`config.mk`:
```
export PLATFORM = sky130hd
export DESIGN_NAME = dest_reg_scoreboard_flat
export DESIGN_NICKNAME = d
export VERILOG_FILES = /design/src/rtl/dest_reg_scoreboard_pkg.sv /design/src/rtl/dest_reg_scoreboard_if.sv /design/src/rtl/dest_reg_scoreboard_sb_src_match.sv /design/src/rtl/dest_reg_scoreboard.sv /design/src/flat_wrapper.sv
export SDC_FILE = /design/constraint.sdc
export NUM_CORES = 1
export LEC_CHECK = 0
export ABC_AREA = 1
export CAP_MARGIN = 20
export CORE_MARGIN = 2
export CORE_UTILIZATION = 35
export DETAILED_ROUTE_END_ITERATION = 10
export PLACE_DENSITY_LB_ADDON = 0.25
export SLEW_MARGIN = 20
export SYNTH_ARGS = -nofsm -noshare
export SYNTH_HDL_FRONTEND = slang
export SYNTH_HIERARCHICAL = 1
export SYNTH_SLANG_ARGS = --single-unit
```
`constraint.sdc`:
```
create_clock -name clk_i -period 3.9 [get_ports clk_i]
set_input_delay 0.78 -clock clk_i [delete_from_list [all_inputs] [get_ports clk_i]]
set_output_delay 0.78 -clock clk_i [all_outputs]
set_load 0.005 [all_outputs]
```
`src/rtl/dest_reg_scoreboard_pkg.sv`:
```
// Shared types and constants for the destination-register scoreboard:
// destination-kind codes, special register numbers and the pipeline slot record.
package dest_reg_scoreboard_pkg;

    typedef enum logic [1:0] {
        DST_RT  = 2'b00,
        DST_RD  = 2'b01,
        DST_RA  = 2'b10,
        DST_RSV = 2'b11
    } dst_kind_e;

    localparam logic [4:0] RA_REG   = 5'd31;
    localparam logic [4:0] ZERO_REG = 5'd0;

    typedef struct packed {
        logic       valid;
        logic [4:0] dst;
        logic       is_load;
    } slot_t;

    localparam slot_t SLOT_EMPTY = '{valid: 1'b0, dst: ZERO_REG, is_load: 1'b0};

    typedef enum logic {
        ST_RUN  = 1'b0,
        ST_HOLD = 1'b1
    } sb_state_e;

    // The reserved code behaves like rt so a stray encoding cannot corrupt the mux.
    function automatic dst_kind_e decode_kind(input logic [1:0] kind);
        dst_kind_e k;
        case (kind)
            2'b01:   k = DST_RD;
            2'b10:   k = DST_RA;
            default: k = DST_RT;
        endcase
        return k;
    endfunction

endpackage

```
`src/rtl/dest_reg_scoreboard_if.sv`:
```
// ID-stage hazard interface: decoded instruction fields in, stall/mux select out.
interface dest_reg_scoreboard_if #(
    parameter int CNT_W = 16
);
    logic             id_valid;
    logic [4:0]       id_rs;
    logic [4:0]       id_rt;
    logic [4:0]       id_rd;
    logic             id_uses_rs;
    logic             id_uses_rt;
    logic             id_reg_write;
    logic             id_mem_read;
    logic [1:0]       id_dst_kind;
    logic             flush;
    logic [1:0]       dst_sel;
    logic             stall;
    logic [CNT_W-1:0] stall_count;

    modport master (
        output id_valid, id_rs, id_rt, id_rd, id_uses_rs, id_uses_rt,
               id_reg_write, id_mem_read, id_dst_kind, flush,
        input  dst_sel, stall, stall_count
    );

    modport slave (
        input  id_valid, id_rs, id_rt, id_rd, id_uses_rs, id_uses_rt,
               id_reg_write, id_mem_read, id_dst_kind, flush,
        output dst_sel, stall, stall_count
    );
endinterface

```
`src/rtl/dest_reg_scoreboard_sb_src_match.sv`:
```
// Compares one ID source operand against one tracked pipeline slot.
module sb_src_match
    import dest_reg_scoreboard_pkg::*;
(
    input  logic [4:0] src_i,
    input  logic       used_i,
    input  logic       slot_valid_i,
    input  logic [4:0] slot_dst_i,
    output logic       match_o
);

    // $0 is hardwired, so a read of it never depends on an older producer.
    assign match_o = slot_valid_i & used_i & (src_i != ZERO_REG) & (src_i == slot_dst_i);

endmodule

```
`src/rtl/dest_reg_scoreboard.sv`:
```
// Destination-register scoreboard: tracks EX/MEM/WB writers and raises a
// zero-latency stall on RAW hazards that forwarding cannot cover.
module dest_reg_scoreboard
    import dest_reg_scoreboard_pkg::*;
#(
    parameter int FORWARDING = 1,
    parameter int CNT_W      = 16
) (
    input  logic                 clk_i,
    input  logic                 rst_i,
    dest_reg_scoreboard_if.slave sb_if
);

    slot_t            ex_q, ex_d;
    slot_t            mem_q;
    slot_t            wb_q;
    logic [CNT_W-1:0] cnt_q, cnt_d;
    dst_kind_e        dst_sel;
    logic [4:0]       id_dst;
    sb_state_e        state;
    logic             stall;
    logic             hazard;
    logic             ex_hit;
    logic             mem_hit;
    logic [4:0]       src     [2];
    logic [1:0]       src_used;
    slot_t            cmp_slot[2];
    logic [1:0][1:0]  hit;
    logic             wb_unused;

    assign dst_sel       = decode_kind(sb_if.id_dst_kind);
    assign sb_if.dst_sel = dst_sel;

    always_comb begin
        case (dst_sel)
            DST_RD:  id_dst = sb_if.id_rd;
            DST_RA:  id_dst = RA_REG;
            default: id_dst = sb_if.id_rt;
        endcase
    end

    assign src[0]      = sb_if.id_rs;
    assign src[1]      = sb_if.id_rt;
    assign src_used    = {sb_if.id_uses_rt, sb_if.id_uses_rs};
    assign cmp_slot[0] = ex_q;
    assign cmp_slot[1] = mem_q;

    // hit[slot][source]: slot 0 = EX, slot 1 = MEM
    for (genvar s = 0; s < 2; s++) begin : g_slot
        for (genvar p = 0; p < 2; p++) begin : g_src
            sb_src_match u_match (
                .src_i        (src[p]),
                .used_i       (src_used[p]),
                .slot_valid_i (cmp_slot[s].valid),
                .slot_dst_i   (cmp_slot[s].dst),
                .match_o      (hit[s][p])
            );
        end
    end

    always_comb begin
        ex_hit  = |hit[0];
        mem_hit = |hit[1];
        if (FORWARDING != 0) begin
            hazard = ex_hit & ex_q.is_load;
        end else begin
            hazard = ex_hit | mem_hit;
        end
        state = ST_RUN;
        if (sb_if.id_valid && !sb_if.flush && hazard) begin
            state = ST_HOLD;
        end
    end

    assign stall             = (state == ST_HOLD);
    assign sb_if.stall       = stall;
    assign sb_if.stall_count = cnt_q;

    always_comb begin
        ex_d = SLOT_EMPTY;
        if (!stall && !sb_if.flush) begin
            ex_d.valid   = sb_if.id_valid & sb_if.id_reg_write & (id_dst != ZERO_REG);
            ex_d.dst     = id_dst;
            ex_d.is_load = sb_if.id_mem_read;
        end
    end

    always_comb begin
        cnt_d = cnt_q;
        if (stall && (cnt_q != {CNT_W{1'b1}})) begin
            cnt_d = cnt_q + CNT_W'(1);
        end
    end

    always_ff @(posedge clk_i or posedge rst_i) begin
        if (rst_i) begin
            ex_q  <= SLOT_EMPTY;
            mem_q <= SLOT_EMPTY;
            wb_q  <= SLOT_EMPTY;
            cnt_q <= '0;
        end else begin
            ex_q  <= ex_d;
            mem_q <= ex_q;
            wb_q  <= mem_q;
            cnt_q <= cnt_d;
        end
    end

    // WB is tracked for completeness but the regfile writes early, so it never gates ID.
    assign wb_unused = ^wb_q;

endmodule

```
`src/flat_wrapper.sv`:
```
// flat-port wrapper written by rule: the top's interface ports become plain ports
module dest_reg_scoreboard_flat import dest_reg_scoreboard_pkg::*;
#(
    parameter int FORWARDING = 1,
    parameter int CNT_W      = 16
)
  (clk_i, rst_i, sb_if_id_valid, sb_if_id_rs, sb_if_id_rt, sb_if_id_rd, sb_if_id_uses_rs, sb_if_id_uses_rt, sb_if_id_reg_write, sb_if_id_mem_read, sb_if_id_dst_kind, sb_if_flush, sb_if_dst_sel, sb_if_stall, sb_if_stall_count);
  dest_reg_scoreboard_if #(.CNT_W(CNT_W)) sb_if_i ();
  input  logic clk_i;
  input  logic rst_i;
  input wire logic [$bits(sb_if_i.id_valid)-1:0] sb_if_id_valid;
  input wire logic [$bits(sb_if_i.id_rs)-1:0] sb_if_id_rs;
  input wire logic [$bits(sb_if_i.id_rt)-1:0] sb_if_id_rt;
  input wire logic [$bits(sb_if_i.id_rd)-1:0] sb_if_id_rd;
  input wire logic [$bits(sb_if_i.id_uses_rs)-1:0] sb_if_id_uses_rs;
  input wire logic [$bits(sb_if_i.id_uses_rt)-1:0] sb_if_id_uses_rt;
  input wire logic [$bits(sb_if_i.id_reg_write)-1:0] sb_if_id_reg_write;
  input wire logic [$bits(sb_if_i.id_mem_read)-1:0] sb_if_id_mem_read;
  input wire logic [$bits(sb_if_i.id_dst_kind)-1:0] sb_if_id_dst_kind;
  input wire logic [$bits(sb_if_i.flush)-1:0] sb_if_flush;
  output wire logic [$bits(sb_if_i.dst_sel)-1:0] sb_if_dst_sel;
  output wire logic [$bits(sb_if_i.stall)-1:0] sb_if_stall;
  output wire logic [$bits(sb_if_i.stall_count)-1:0] sb_if_stall_count;
  assign sb_if_i.id_valid = sb_if_id_valid;
  assign sb_if_i.id_rs = sb_if_id_rs;
  assign sb_if_i.id_rt = sb_if_id_rt;
  assign sb_if_i.id_rd = sb_if_id_rd;
  assign sb_if_i.id_uses_rs = sb_if_id_uses_rs;
  assign sb_if_i.id_uses_rt = sb_if_id_uses_rt;
  assign sb_if_i.id_reg_write = sb_if_id_reg_write;
  assign sb_if_i.id_mem_read = sb_if_id_mem_read;
  assign sb_if_i.id_dst_kind = sb_if_id_dst_kind;
  assign sb_if_i.flush = sb_if_flush;
  assign sb_if_dst_sel = sb_if_i.dst_sel;
  assign sb_if_stall = sb_if_i.stall;
  assign sb_if_stall_count = sb_if_i.stall_count;
  dest_reg_scoreboard #(.FORWARDING(FORWARDING), .CNT_W(CNT_W)) u_core (.clk_i(clk_i), .rst_i(rst_i), .sb_if(sb_if_i));
endmodule
```
==> results.cfg <==
[final_layout]
design_area_um2 = 2170
syn_to_final_growth_pct = 32.8
layout_commonest_cell = nand2_1
layout_common_cells = 107 x nand2_1, 43 x clkdlybuf4s50_1, 42 x inv_1
post-route-util_pct = 49.1
layout-drive-gt1-share_pct = 3.25
antenna_cells = 0
layout.cells.non_filler = 360
finalNetCount = 338

[critical_path]
crit_family = buffers and inverters
cp.depth = 12
arrival_ns = 2.71
path_cells = clkdlybuf4s50_1 > inv_1 > nand2_1 > nand2_1 > nor2_1 > nand3_1 > nor2_1 > inv_1 > nand2_1 > nand4_1 > inv_1 > clkdlybuf4s50_1
critical_path.slowest_cell = clkdlybuf4s50_1
crit_path_max_fanout = 4
cp_num_buf_inv = 5
crit_path_end_kind = output pin
r2r_cells = 12
cp.required_ns = 3.12
crit_type = in2out
cpPeakStageDelay_ns = 0.54
critPathLaunchType = input pin

[cts]
cts_tree = done
hold_buffers = 0
cts.clk_slew.worst_paths_ns = 0.08
post_cts_buffers = 0
cts.sinks = 23
cts-resized-gates = 0
clockBufferDepth = 2
cts_max_level = 1
cts.root.buffer_cell = clkbuf_8
clock_latency_ns = 0.27
numCtsBuffers = 3

[min_path]
worstHoldPathType = reg2reg
min_path_cells = 2

[timing]
setup_slack_ns = 0.414
final.setup.tns_ns = 0
fin_hold_ws_ns = 0.538
rsz0062_at_grt = false
period_share_pct = 89.4
min_period_ns = 3.49
fin_skew_ns = 0.00403
finalHoldViolCount = 0
finalMaxSlewViolations = 0
max-slew-margin-rel_pct = 41.6
max_freq_ghz = 0.287
setup_viol = 0
worstMarginPinSlew_ns = 0.875

[power]
finalPower_mw = 0.483
switching_share_pct = 26.2
leakage_nw = 1.05
p_int_mw = 0.356
switchingPower_mw = 0.126
ir_drop_mv = 0.0901
comb_power_share_pct = 16.2
seqPwrFrac_pct = 51.7
pwr_density_cell_nw_per_um2 = 223
clkPwrFrac_pct = 32.1

[detailed_routing]
drc = 0
antenna_left = 0
vias_per_cell = 4.53
drt_iter0_drc = 49
wl_per_cell_um = 10.7
totalWireLength_um = 3860
first_pass_iters = 4
via_count = 1632

[yosys]
synth_warnings = 6
synth_seq_cells = 23
synth_cells = 262
ys_seq_area_share_pct = 35.3
synth_area_um2 = 1630
avgSynthCellArea_um2 = 6.22
syn_nets = 291
ys_types = 19

[placement]
port_buffers = 43
placedInstanceArea_um2 = 2120
place_ws_ns = 0.379
routabilityCongestion = 0.791
dp_cells = 356
hpwl_um = 2890

[floorplan]
io_pins = 44
fp-row-count = 24
die_area_um2 = 5220
core_area_um2 = 4410
die_x_um = 72.3
start_util_pct = 36.9
die_h_um = 72.3

[global_route]
grt_use_total_pct = 15.9
antenna_found_initial = 0
grt-ovfl-total = 0
grt_pass1_wl_um = 6690
grt_pass1_vias = 1507
grt_max_degree = 24

[job]
drv_cap = 0

[run_status]
status = finished clean
-- flip-flops by register name (all words and copies together) (netlist names) --
register                  flops
u_core/cmp_slot               7
u_core/sb_if.stall_count     16
-- power groups by stage --
| stage | combinational [mW] | clock, mW | sequential (mW) |
|---|---|---|---|
| finish | 0.0780 | 0.155 | 0.250 |
| global route | 0.0895 | 0.171 | 0.251 |
| CTS | 0.0795 | 0.158 | 0.250 |
| detailed placement | 0.0788 | 0 | 0.255 |
| global placement | 0.0785 | 0 | 0.255 |
| floorplan | 0.0404 | 0 | 0.253 |
-- layer usage --
| metal | vias up | global-route usage [%] | wire length, um |
|---|---|---|---|
| met3 | 2 | 2.50 | 196 |
| met5 | - | 0 | 0 |
| met4 | 0 | 4.40 | 16 |
| met1 | 715 | 21.3 | 1820 |
| li1 | 885 | - | - |
| met2 | 30 | 26.6 | 1830 |
-- layout make-up --
| type | count | area (um^2) |
|---|---|---|
| timing repair buffer | 44 | 438 |
| sequential | 23 | 576 |
| tap | 52 | 65.1 |
| fill | 467 | 2250 |
| clock buffer | 3 | 41.3 |
| clock inverter | 1 | 7.51 |
| inverter | 44 | 165 |
| multi-input combinational | 193 | 873 |
-- path summary, 6_finish.rpt --
path                                               from                           end  slack [ns]
max reg2reg                          u_core/cmp_slot[8]   u_core/sb_if.stall_count[6]        2.20
min                        u_core/sb_if.stall_count[15]  u_core/sb_if.stall_count[15]        0.54
min in group asynchronous                         rst_i   u_core/sb_if.stall_count[0]        0.99
max                                      sb_if_id_rt[0]                   sb_if_stall        0.41
max in group asynchronous                         rst_i  u_core/sb_if.stall_count[14]        2.38
min reg2reg                u_core/sb_if.stall_count[15]  u_core/sb_if.stall_count[15]        0.54
-- synth_stat cells (all sizes together) --
cell	count	area share [%]
a21oi	3	0.92
buf	2	1.0
clkinv	1	0.23
dfrtp	23	35
ha	4	3.1
inv	43	9.9
nand2	109	26
nand3	18	5.8
nand3b	1	0.46
nand4	8	3.1
nor2	35	8.5
o21ai	9	2.8
xnor2	6	3.2
-- cells by family (layout without fill, tap and decap cells) --
kind of cell	after synthesis	after routing	share of synthesized area [%]
compound gates	12	12	3.68
xor+xnor	6	6	3.22
fa+ha+maj	4	4	3.07
buf+inv	46	92	11.1
flops	23	23	35.3
simple gates	171	171	43.6
-- tightest hold or removal path, stage by stage, from the launching register on --
cell	delay (ns)
dfrtp_1	0.40
nand2_1	0.07
nand2_1	0.05
(Power assumes the default switching activity.)
